==> config.mk <==
export PLATFORM = sky130hd
export DESIGN_NAME = alu_flags_stage
export DESIGN_NICKNAME = d
export VERILOG_FILES = /design/src/rtl/alu_flags_stage.sv
export SDC_FILE = /design/constraint.sdc
export NUM_CORES = 1
export LEC_CHECK = 0
export ABC_CLOCK_PERIOD_IN_PS = 2300
export CAP_MARGIN = 20
export CORE_UTILIZATION = 48
export DETAILED_ROUTE_END_ITERATION = 12
export GPL_ROUTABILITY_DRIVEN = 0
export PLACE_DENSITY = 0.77
export SYNTH_ARGS = -nofsm -noshare
export SYNTH_HDL_FRONTEND = slang
export SYNTH_SLANG_ARGS = --single-unit
==> constraint.sdc <==
create_clock -name clk -period 2.3 [get_ports clk]
set_input_delay 0.23 -clock clk [delete_from_list [all_inputs] [get_ports clk]]
set_output_delay 0.23 -clock clk [all_outputs]
set_load 0.05 [all_outputs]
==> src/rtl/alu_flags_stage.sv <==
// Flag-generation stage behind a 16-bit CLA ALU: captures zero/neg/carry/ovf and buffers beats in a 2-entry FIFO.
// Optional sticky-overflow tracking is compiled in with `define ALU_FLAGS_STICKY_OVF_EN.
module alu_flags_stage (
   input  logic        clk,
   input  logic        rst_n,
   input  logic        in_valid,
   output logic        in_ready,
   input  logic [15:0] in_result,
   input  logic        in_c_last,
   input  logic        in_a_msb,
   input  logic        in_b_msb,
   input  logic [2:0]  in_aluop,
   input  logic        out_ready,
   output logic        out_valid,
   output logic [15:0] out_result,
   output logic        out_zero,
   output logic        out_neg,
   output logic        out_carry,
   output logic        out_ovf
`ifdef ALU_FLAGS_STICKY_OVF_EN
   ,
   input  logic        ovf_clr,
   output logic        sticky_ovf
`endif
);

   typedef struct packed {
      logic [15:0] result;
      logic        zero;
      logic        neg;
      logic        carry;
      logic        ovf;
   } beat_t;

   beat_t      r_head;
   beat_t      r_tail;
   logic [1:0] r_count;
   logic       r_live;

   beat_t      w_beat;
   logic       w_arith;
   logic       w_push;
   logic       w_pop;

   // Only add (010) and sub (110) produce meaningful carry/overflow.
   always_comb begin
      w_arith       = (in_aluop[1:0] == 2'b10);
      w_beat        = '0;
      w_beat.result = in_result;
      w_beat.zero   = (in_result == 16'h0000);
      w_beat.neg    = in_result[15];
      w_beat.carry  = w_arith && in_c_last;
      w_beat.ovf    = w_arith && (in_a_msb == in_b_msb) && (in_result[15] != in_a_msb);
   end

   // r_live keeps in_ready low until the first edge after reset release.
   assign in_ready  = r_live && (r_count != 2'd2);
   assign out_valid = (r_count != 2'd0);
   assign w_push    = in_valid && in_ready;
   assign w_pop     = out_valid && out_ready;

   // NOTE: non-blocking assignments so every register samples pre-edge values, independent of statement order.
   always_ff @(posedge clk or negedge rst_n) begin
      if (!rst_n) begin
         // NOTE: the slots are reset, not just the count, because the outputs are read straight from r_head.
         r_head  <= '0;
         r_tail  <= '0;
         r_count <= 2'd0;
         r_live  <= 1'b0;
      end else begin
         r_live <= 1'b1;
         case (r_count)
            2'd0: begin
               if (w_push) begin
                  r_head  <= w_beat;
                  r_count <= 2'd1;
               end
            end
            2'd1: begin
               case ({w_push, w_pop})
                  2'b10: begin
                     r_tail  <= w_beat;
                     r_count <= 2'd2;
                  end
                  2'b01: r_count <= 2'd0;
                  2'b11: r_head  <= w_beat;
                  default: ;
               endcase
            end
            2'd2: begin
               // Full: in_ready is low, so only a release can happen.
               if (w_pop) begin
                  r_head  <= r_tail;
                  r_count <= 2'd1;
               end
            end
            default: r_count <= 2'd0;
         endcase
      end
   end

   assign out_result = r_head.result;
   assign out_zero   = r_head.zero;
   assign out_neg    = r_head.neg;
   assign out_carry  = r_head.carry;
   assign out_ovf    = r_head.ovf;

`ifdef ALU_FLAGS_STICKY_OVF_EN
   logic r_sticky_ovf;

   always_ff @(posedge clk or negedge rst_n) begin
      if (!rst_n) begin
         r_sticky_ovf <= 1'b0;
      end else if (ovf_clr) begin
         r_sticky_ovf <= 1'b0;
      end else if (w_pop && r_head.ovf) begin
         r_sticky_ovf <= 1'b1;
      end
   end

   assign sticky_ovf = r_sticky_ovf;
`endif

endmodule

# After elaboration in Yosys (flattened, before gate mapping)
# Index checks and enable logic that the tools add are counted.
[op_classes]
eq_ne = 13
mux = 8
n_reduce_logical = 13
[ops]
columns = ["operator", "n"]
rows = [
  ["2-to-1 mux 20 bit", 3],
  ["one-hot mux 20 bit (3 select lines)", 1],
  ["zero test 16 bit", 1],
  ["== test 2 bit (second input constant)", 4],
  ["logical AND 1 bit", 6],
  ["!= test 2 bit (second input constant)", 3],
  ["one-hot mux 2 bit (3 select lines)", 1],
  ["== test 2 x 1 -> 1 bit (second input constant)", 2],
  ["2-to-1 mux 2 bit", 2],
  ["one-hot mux 2 bit (2 select lines)", 1],
  ["AND reduction 4 bit", 1],
  ["!= test 3 bit (second input constant)", 1],
  ["AND reduction 3 bit", 1],
  ["nonzero test 3 bit", 1],
  ["zero test 2 bit", 1],
  ["!= test 2 x 1 -> 1 bit (second input constant)", 1],
  ["AND reduction 2 bit", 1],
  ["nonzero test 2 bit", 1],
  ["== test 1 bit", 1],
  ["!= test 1 bit", 1],
]
[totals]
reg_bits = 43
inputBits = 26
output_inout_bits = 22
word_cells = 46

# Logic depth before layout (Yosys ltp)
# Gate-level depths: netlist of the first run.
[logic_depth]
word_depth = 6
mapped_depth = 11
ltp_nobuf = 8

# Worst setup path before layout of the first run
# Ideal clock, no wire load.
[synth_path]
kind = "register to register"
from = "register r_count[1]"
to = "register r_count[1]"
setup_time_ns = 0.083
arrival_ns = 1.945
t_required_ns = 2.217
slack_ns = 0.272
stages_incl_launch_ff = 6
n_path_buf = 0
synth_period_minus_slack_ns = 2.028
cell_sequence = "dfrtp_1 or2_2 nand2_1 ha_1 or4b_2 o21ai_0"
[synth_between]
word_cells_on_any_way = 16
classes_between = "eq/ne (8); mux (2); reduce/logical (6)"
[synth_lines]
columns = ["item", "line_no", "text"]
rows = [
  ["start: declaration", "37", "logic [1:0] r_count;"],
  ["start signal: assignment", "68", "r_count <= 2'd0;"],
  ["start signal: assignment", "76", "r_count <= 2'd1;"],
  ["start signal: assignment", "83", "r_count <= 2'd2;"],
  ["nonzero test 2 bit (*)", "58", "assign out_valid = (r_count != 2'd0);"],
  ["net out_valid", "14", "output logic out_valid,"],
  ["logical AND 1 bit (*)", "60", "assign w_pop = out_valid && out_ready;"],
  ["== test 2 x 1 -> 1 bit or == test 2 bit (tied branches)", "80", "case ({w_push, w_pop})"],
  ["one-hot mux 2 bit (2 select lines) or != test 3 bit (tied branches)", "n/a", ""],
  ["one-hot mux 2 bit (3 select lines) or AND reduction 3 bit (tied branches)", "n/a", ""],
]
# Mark *: on every way through the listed nets, which the timed path passes. The rest lies on a longest branch. The select of a mux whose other input is x is not followed.
# A chain may end at the register's enable or synchronous reset.

# Worst setup path after layout of the first run
[layout_path]
from = "register r_count[1]"
to = "output out_valid"
[layout_between]
elab_chain_cells = 1
[layout_rtl]
columns = ["item", "line_no"]
rows = [
  ["nonzero test 2 bit", "58"],
  ["end: declaration", "14"],
]
# No other way between the ends.

==> impl_metrics.tcl, run 1 <==
set metrics [dict create \
    clk_latency_ns 0.28 \
    fin_area_um2 2480 \
    synth_fp_nets 210 \
    root_buffer "clkbuf_8" \
    fmax_ghz 0.495 \
    fin_cells 277 \
    num_rows 22 \
    syn_inst 181 \
    setup_viol 0 \
    path_class "flop to output pin" \
    die-area_um2 4180 \
    cts_tree "yes" \
    layout_commonest_cell "clkdlybuf4s50_1" \
    die_h_um 64.6 \
    diodes 0 \
    htree_levels 2 \
    clk_pin_slew_ns 0.07 \
    pin_count 48 \
    cts_setup_buffers 0 \
    first_global_vias 1311 \
    cts_made_buffers 5 \
    placed_cells 269 \
    fin_hold_ws_ns 0.0668 \
    grt_pass1_wl_mm 6.16 \
    grt_max_degree 42 \
    fillCellCount 311 \
    synth-seq-cells 41 \
    fin_tns_setup_ns 0 \
    p_leak_nw 1.07 \
    yosys_warnings 0 \
    portBuffers 46 \
    final_util 0.668 \
    ys_types 28 \
    drc_errors 0 \
    antenna_found_initial 0 \
    hpwl_mm 2.45 \
    ctsHoldBuffers 0 \
    synth_ff_type "dfrtp_1" \
    worstPathRequired_ns 2.07 \
    slew_headroom 0.413 \
    core_area_um2 3720 \
    worst_ep_arrival_time_ns 1.79 \
    cts_num_sinks 41 \
    ctsResizeCount 0 \
    placed_area_um2 2360 \
    maxCapViolations 0 \
    layout.nets 257 \
    area_growth_pct 31.8 \
    finalCritPeriodShare 0.878 \
    seq_area_frac_synth 0.545 \
    finalMaxSlewViolations 0 \
    ff2ff_path_depth 5 \
    synth-edff-count 0 \
    power.total_mw 3.76 \
    drive_gt1_frac 0.153 \
    rsz0062_at_grt "no" \
    num_vias 1440 \
    gr-total-overflow 0 \
    outcome "finished, final reports clean" \
    grt_usage 0.193 \
    worstMarginPinSlew_ns 0.881 \
    die_w_um 64.6 \
    wirelength_mm 3.58 \
    endpoint_kind "output pin" \
    drt-initial-drc-count 125 \
    drtAntennaViolNets 0 \
    cp_max_fo 9 \
    wire_per_inst_um 12.9 \
    cts_buffer_depth 2 \
    syn_area_per_cell_um2 10.4 \
    first_pass_iters 4 \
    hold_viol 0 \
    final_cell_mix "clkdlybuf4s50_1, nand2_1, dfrtp_1" \
    avgViaCountPerCell 5.20 \
    skew_ns 0.00562 \
    place_ws_ns 0.240 \
    synthArstFlopShare 1.00 \
    power_density_nw_per_um2 1510 \
    start_util 0.507 \
    syn_area_um2 1880 \
    finalWorstSetupSlack_ns 0.281 \
    hp-class "primary input to async pin" \
    start_kind "flop" \
    min_period_ns 2.02 \
    peakVddDrop_uv 735 \
]
==> layout make-up <==
| cell class | count | area, um^2 | area share |
|---|---|---|---|
| sequential | 41 | 1030 | 0.414 |
| multi-input combinational | 127 | 768 | 0.310 |
| timing repair buffer | 51 | 503 | 0.203 |
| clock buffer | 7 | 86.3 | 0.0348 |
| tap | 48 | 60.1 | 0.0242 |
| clock inverter | 1 | 30.0 | 0.0121 |
| inverter | 2 | 7.51 | 0.00303 |
==> state kept, by name, indices dropped and copies added, names as in the netlist <==
register and flops:
out_result 16, out_ovf 1, r_tail 19, out_zero 1, r_live 1, out_carry 1
r_count 2
==> power breakdown <==
| group | internal, mW | leakage (nW) | switching, mW |
|---|---|---|---|
| clock network | 0.354 | 0.0585 | 0.230 |
| logic | 0.738 | 0.524 | 1.17 |
| registers | 1.06 | 0.485 | 0.199 |
| total | 2.15 | 1.07 | 1.60 |
==> cell usage after synthesis, drive strengths merged, types with 3 or more instances <==
master | number | area (um^2)
nand3 | 3 | 15.0
nor4 | 4 | 25.0
a31oi | 18 | 119
nand2 | 42 | 158
buf | 11 | 81.3
ha | 3 | 37.5
nor2 | 18 | 67.6
nand3b | 4 | 42.5
mux2 | 16 | 180
o21ai | 5 | 25.0
dfrtp | 41 | 1030
==> cell families (layout without fill, tap and decap cells) <==
kind of cell / after synthesis / count (layout) / synth area share
and+or+nand+nor: 79 / 79 / 0.192
DFF: 41 / 41 / 0.545
AOI/OAI and AO/OA: 28 / 28 / 0.0983
muxes: 16 / 16 / 0.0957
buffers and inverters: 13 / 61 / 0.0472
adders and majority gates: 3 / 3 / 0.0199
other: 1 / 1 / 0.00199
==> critical path, cell delays in order, from the launching register on <==
cell and delay [ns]:
dfrtp_1 0.47, or2_2 0.34, clkdlybuf4s50_1 0.70
==> layer usage <==
| layer | up-vias | track usage | part of all wire |
|---|---|---|---|
| li1 | 711 | - | - |
| met1 | 692 | 0.270 | 0.47 |
| met2 | 32 | 0.303 | 0.48 |
| met5 | - | 0 | 0 |
| met3 | 5 | 0.0440 | 0.038 |
| met4 | 0 | 0.0500 | 0.011 |
==> final timing paths <==
check	from	end	slack [ns]
setup / recovery	r_count[1]	out_valid	0.28
hold / removal	rst_n	r_count[1]	0.07
setup reg to reg	r_count[1]	r_count[1]	0.32
hold reg to reg	r_tail[1]	r_tail[1]	0.48
max in group asynchronous	rst_n	r_tail[3]	1.69
min in group clk	r_tail[1]	r_tail[1]	0.48
No activity file was read; power rests on OpenSTA's default activity.
==> run 2: changes to the inputs <==
Settings changed: ABC_AREA from default to 1, CORE_UTILIZATION 48 to 49, SLEW_MARGIN from default to 20.
==> impl_metrics.tcl, run 2 <==
set metrics [dict create \
    ys_types 23 \
    ctsHoldBuffers 0 \
    yosys_warnings 0 \
    syn_inst 230 \
    regMostFlops "r_tail" \
    gr-total-overflow 0 \
    p_leak_nw 1.33 \
    die-area_um2 4370 \
    maxCapViolations 0 \
    diodes 0 \
    grt_max_degree 42 \
    cts_setup_buffers 0 \
    first_pass_iters 4 \
    portBuffers 46 \
    die_w_um 66.1 \
    worstPathRequired_ns 2.07 \
    syn_area_per_cell_um2 8.75 \
    root_buffer "clkbuf_8" \
    drive_gt1_frac 0.112 \
    hp-class "primary input to async pin" \
    hpwl_mm 2.78 \
    layout_commonest_cell "nand2_1" \
    yosysTopAreaCell "dfrtp_1" \
    power_density_nw_per_um2 1360 \
    final_cell_mix "nand2_1, clkdlybuf4s50_1, dfrtp_1" \
    worstMarginPinSlew_ns 0.880 \
    worst_ep_arrival_time_ns 1.78 \
    area_growth_pct 28.5 \
    num_rows 22 \
    crit_path_cell_trace "nor2_1, inv_1, clkdlybuf4s50_1" \
    drtAntennaViolNets 0 \
    start_kind "flop" \
    drt-initial-drc-count 80 \
    r2r_setup_slack_ns 0.33 \
    synth-edff-count 0 \
    cts_num_sinks 41 \
    setup_viol 0 \
    path_class "flop to output pin" \
    placed_cells 319 \
    die_h_um 66.1 \
    multi_input_area_um2 841 \
    fmax_ghz 0.497 \
    synthArstFlopShare 1.00 \
    outcome "finished, final reports clean" \
    layout.nets 307 \
    ys_top_cells_by_count "nand2_1, dfrtp_1, o21ai_0" \
    cp_max_fo 3 \
    yosys.area.top_type_share 0.510 \
    endpoint_kind "output pin" \
    start_util 0.530 \
    cts_buffer_depth 2 \
    max_stage_delay_ns 0.70 \
    pin_count 48 \
    min_period_ns 2.01 \
    fin_cells 326 \
    peakVddDrop_uv 765 \
    cts_tree "yes" \
    avgViaCountPerCell 4.89 \
    grt_usage 0.206 \
    finalMaxSlewViolations 0 \
    synth-seq-cells 41 \
    seq_area_frac_synth 0.510 \
    syn_area_um2 2010 \
    core_area_um2 3800 \
    skew_ns 0.00153 \
    crit_path_top_delay_cell "clkdlybuf4s50_1" \
    first_global_vias 1522 \
    grt_pass1_wl_mm 6.62 \
    wire_per_inst_um 11.8 \
    synth_ff_type "dfrtp_1" \
    cts_made_buffers 5 \
    wirelength_mm 3.86 \
    fin_tns_setup_ns 0 \
    ff_latch_area_um2 1030 \
    ys_top_cells_by_area "dfrtp_1, nand2_1, o21ai_0, mux2i_1, o21ai_2" \
    synth_fp_nets 259 \
    rsz0062_at_grt "no" \
    ff2ff_path_depth 10 \
    drc_errors 0 \
    largest_reg_flops 19 \
    htree_levels 2 \
    num_vias 1594 \
    clk_pin_slew_ns 0.07 \
    rr_endpoint "r_tail[0]" \
    slew_headroom 0.413 \
    finalCritPeriodShare 0.875 \
    r2r_start "r_count[1]" \
    hold_viol 0 \
    clk_latency_ns 0.28 \
    antenna_found_initial 0 \
    startpoint "r_count[1]" \
    ctsResizeCount 0 \
    yosysMostFrequentCell "nand2_1" \
    fillCellCount 343 \
]
==> run 2: cell count changes after synthesis, sizes merged, moves of 3 or more <==
cell / previous run / this run
mux2i: 0 / 10
nor4: 4 / 0
a31oi: 18 / 0
o21ai: 5 / 33
mux2: 16 / 0
nand2: 42 / 87
buf: 11 / 8
inv: 2 / 21
nand3b: 4 / 0
==> run 2: cell type report <==
type	count	share of cell area
clock buffer	7	0.0334
inverter	21	0.0305
multi-input combinational	159	0.325
sequential	41	0.397
tap	48	0.0232
timing repair buffer	50	0.191
==> run 2: worst max path at each step <==
stage,cells after the start,endpoint
after floorplan,10,r_tail[16]
after global placement,10,r_tail[17]
after detailed placement,10,r_tail[17]
after CTS,3,out_valid
after global routing,9,r_tail[15]
final,3,out_valid
==> run 2: cells by family (layout without fill, tap and decap cells) <==
| logic type | after synthesis | count (layout) | share of synthesized area |
|---|---|---|---|
| DFF | 41 | 41 | 0.510 |
| and+or+nand+nor | 110 | 110 | 0.239 |
| muxes | 10 | 10 | 0.0497 |
| other | 1 | 1 | 0.00186 |
| AOI/OAI and AO/OA | 35 | 35 | 0.109 |
| buffers and inverters | 30 | 78 | 0.0727 |
| adders and majority gates | 3 | 3 | 0.0186 |
==> run 2: critical path: cells and delay by family (launching register included) <==
kind | cells | cell delay [ns]
flip-flops | 1 | 0.43
AND/OR/NAND/NOR | 1 | 0.30
buffers and inverters | 2 | 0.77
==> run 2: routing by layer <==
metal  track usage  vias to the layer above  routed length, um
met3        0.0500                        6                203
li1              -                      815                  -
met2         0.333                       42               1750
met1         0.267                      731               1850
met5             0                        -                  0
met4        0.0771                        0                 64
==> run 2: per-stage QoR <==
step | util | hold WS [ns] | total power, mW | setup WS (ns) | instance area [um^2]
global route | 0.681 | 0.143 | 3.76 | 0.148 | 2590
CTS | 0.681 | 0.0903 | 3.56 | 0.279 | 2590
finish | 0.681 | 0.0609 | 3.52 | 0.288 | 2590
floorplan | - | -0.0656 | 2.55 | 0.683 | 2010
detailed placement | 0.658 | 0.401 | 3.09 | 0.289 | 2500
global placement | 0.658 | 0.407 | 3.03 | 0.343 | 2500
==> run 2: report_power, final <==
part           total (mW)  internal [mW]  switching, mW
Sequential           1.20           1.03          0.168
Clock               0.461          0.238          0.223
Combinational        1.86          0.645           1.21
Total                3.52           1.91           1.60
==> run 3: changes to the inputs <==
Settings changed: CELL_PAD_IN_SITES_DETAIL_PLACEMENT from default to 1, CELL_PAD_IN_SITES_GLOBAL_PLACEMENT from default to 1, CORE_UTILIZATION 49 to 36, PLACE_DENSITY 0.77 to 0.76.
==> impl_metrics.tcl, run 3 (synthesis gave the netlist of run 2 again) <==
set metrics [dict create \
    p_leak_nw 1.35 \
    crit_path_top_delay_cell "clkdlybuf4s50_1" \
    clk_latency_ns 0.29 \
    skew_ns 0.00696 \
    ctsHoldBuffers 0 \
    start_util 0.384 \
    drive_gt1_frac 0.118 \
    layout_commonest_cell "nand2_1" \
    worstPathRequired_ns 2.07 \
    crit_path_cell_trace "nor2_1, buf_4, inv_1, clkdlybuf4s50_1" \
    cp_max_fo 4 \
    slew_headroom 0.369 \
    wirelength_mm 4.75 \
    grt_max_degree 42 \
    cts_made_buffers 5 \
    htree_levels 2 \
    die_h_um 76.8 \
    drtAntennaViolNets 0 \
    first_pass_iters 4 \
    critPathTopFamily "buffers and inverters" \
    die_w_um 76.8 \
    avgViaCountPerCell 4.67 \
    grt_usage 0.173 \
    clk_pin_slew_ns 0.08 \
    r2r_start "r_count[0]" \
    fillCellCount 631 \
    rsz0062_at_grt "no" \
    final_cell_mix "nand2_1, clkdlybuf4s50_1, dfrtp_1" \
    portBuffers 46 \
    cts_num_sinks 41 \
    die-area_um2 5900 \
    setup_viol 0 \
    first_global_vias 1632 \
    ff_latch_area_um2 1030 \
    min_period_ns 2.02 \
    worstMarginPinSlew_ns 0.946 \
    num_rows 26 \
    max_stage_delay_ns 0.79 \
    wire_per_inst_um 13.6 \
    cts_setup_buffers 0 \
    power_density_nw_per_um2 1400 \
    cts_tree "yes" \
    hpwl_mm 3.36 \
    drc_errors 0 \
    ctsResizeCount 0 \
    drt-initial-drc-count 67 \
    path_class "flop to output pin" \
    fin_hold_ws_ns 0.0816 \
    grt_pass1_wl_mm 7.98 \
    largest_reg_flops 19 \
    cts_buffer_depth 2 \
    root_buffer "clkbuf_8" \
    pin_count 48 \
    area_growth_pct 31.8 \
    fmax_ghz 0.495 \
    endpoint_kind "output pin" \
    worst_ep_arrival_time_ns 1.79 \
    power.total_mw 3.71 \
    core_area_um2 5240 \
    diodes 0 \
    fin_tns_setup_ns 0 \
    start_kind "flop" \
    hp-class "primary input to async pin" \
    maxCapViolations 0 \
    hold_viol 0 \
    finalMaxSlewViolations 0 \
    critPathBufInv 3 \
    gr-total-overflow 0 \
    multi_input_area_um2 841 \
    regMostFlops "r_tail" \
    num_vias 1634 \
    layout.nets 308 \
    outcome "finished, final reports clean" \
    startpoint "r_count[0]" \
    peakVddDrop_uv 545 \
    finalCritPeriodShare 0.878 \
    antenna_found_initial 0 \
]
run 3: final cells by class:
cell class	count	share of cell area
inverter	21	0.0297
tap	70	0.0330
sequential	41	0.387
timing repair buffer	51	0.190
multi-input combinational	159	0.317
clock inverter	1	0.0113
clock buffer	7	0.0325
run 3: worst register-to-register path: cells and delay by family (launching register included):
kind	cells	cell delay, ns
simple gates	4	0.68
buf+inv	5	0.52
flops	1	0.43
fa+ha+maj	1	0.14
compound gates	1	0.08
run 3: layer usage:
layer	share of wire	GRT usage	vias to the layer above
met4	0.0032	0.0462	0
met3	0.039	0.0440	2
met2	0.48	0.286	35
met1	0.48	0.224	780
met5	0	0	-
li1	-	-	817
run 3: path summary, 6_finish.rpt:
| path | slack [ns] | depth (start not counted) | to |
|---|---|---|---|
| worst max register to register | 0.32 | 11 | r_tail[15] |
| max in group asynchronous | 1.63 | 1 | out_result[8] |
| worst min register to register | 0.48 | 2 | r_tail[4] |
| worst min-delay path | 0.08 | 1 | r_tail[0] |
| worst max-delay path | 0.28 | 4 | out_valid |
| min in group clk | 0.48 | 2 | r_tail[4] |
run 3: power breakdown:
part           switching (mW)  total, mW  internal [mW]
Clock                   0.250      0.604          0.354
Sequential              0.172       1.20           1.03
Combinational            1.25       1.91          0.657
Total                    1.67       3.71           2.04
run 3: metrics by stage:
step / cell area, um^2 / setup slack (ns) / util / instances
3_5_place_dp: 2540 / 0.238 / 0.484 / 342
5_1_grt: 2650 / 0.151 / 0.506 / 350
4_1_cts: 2650 / 0.272 / 0.506 / 350
6_report: 2650 / 0.281 / 0.506 / 350
2_1_floorplan: 2010 / 0.683 / - / 230
3_3_place_gp: 2540 / 0.297 / 0.484 / 342
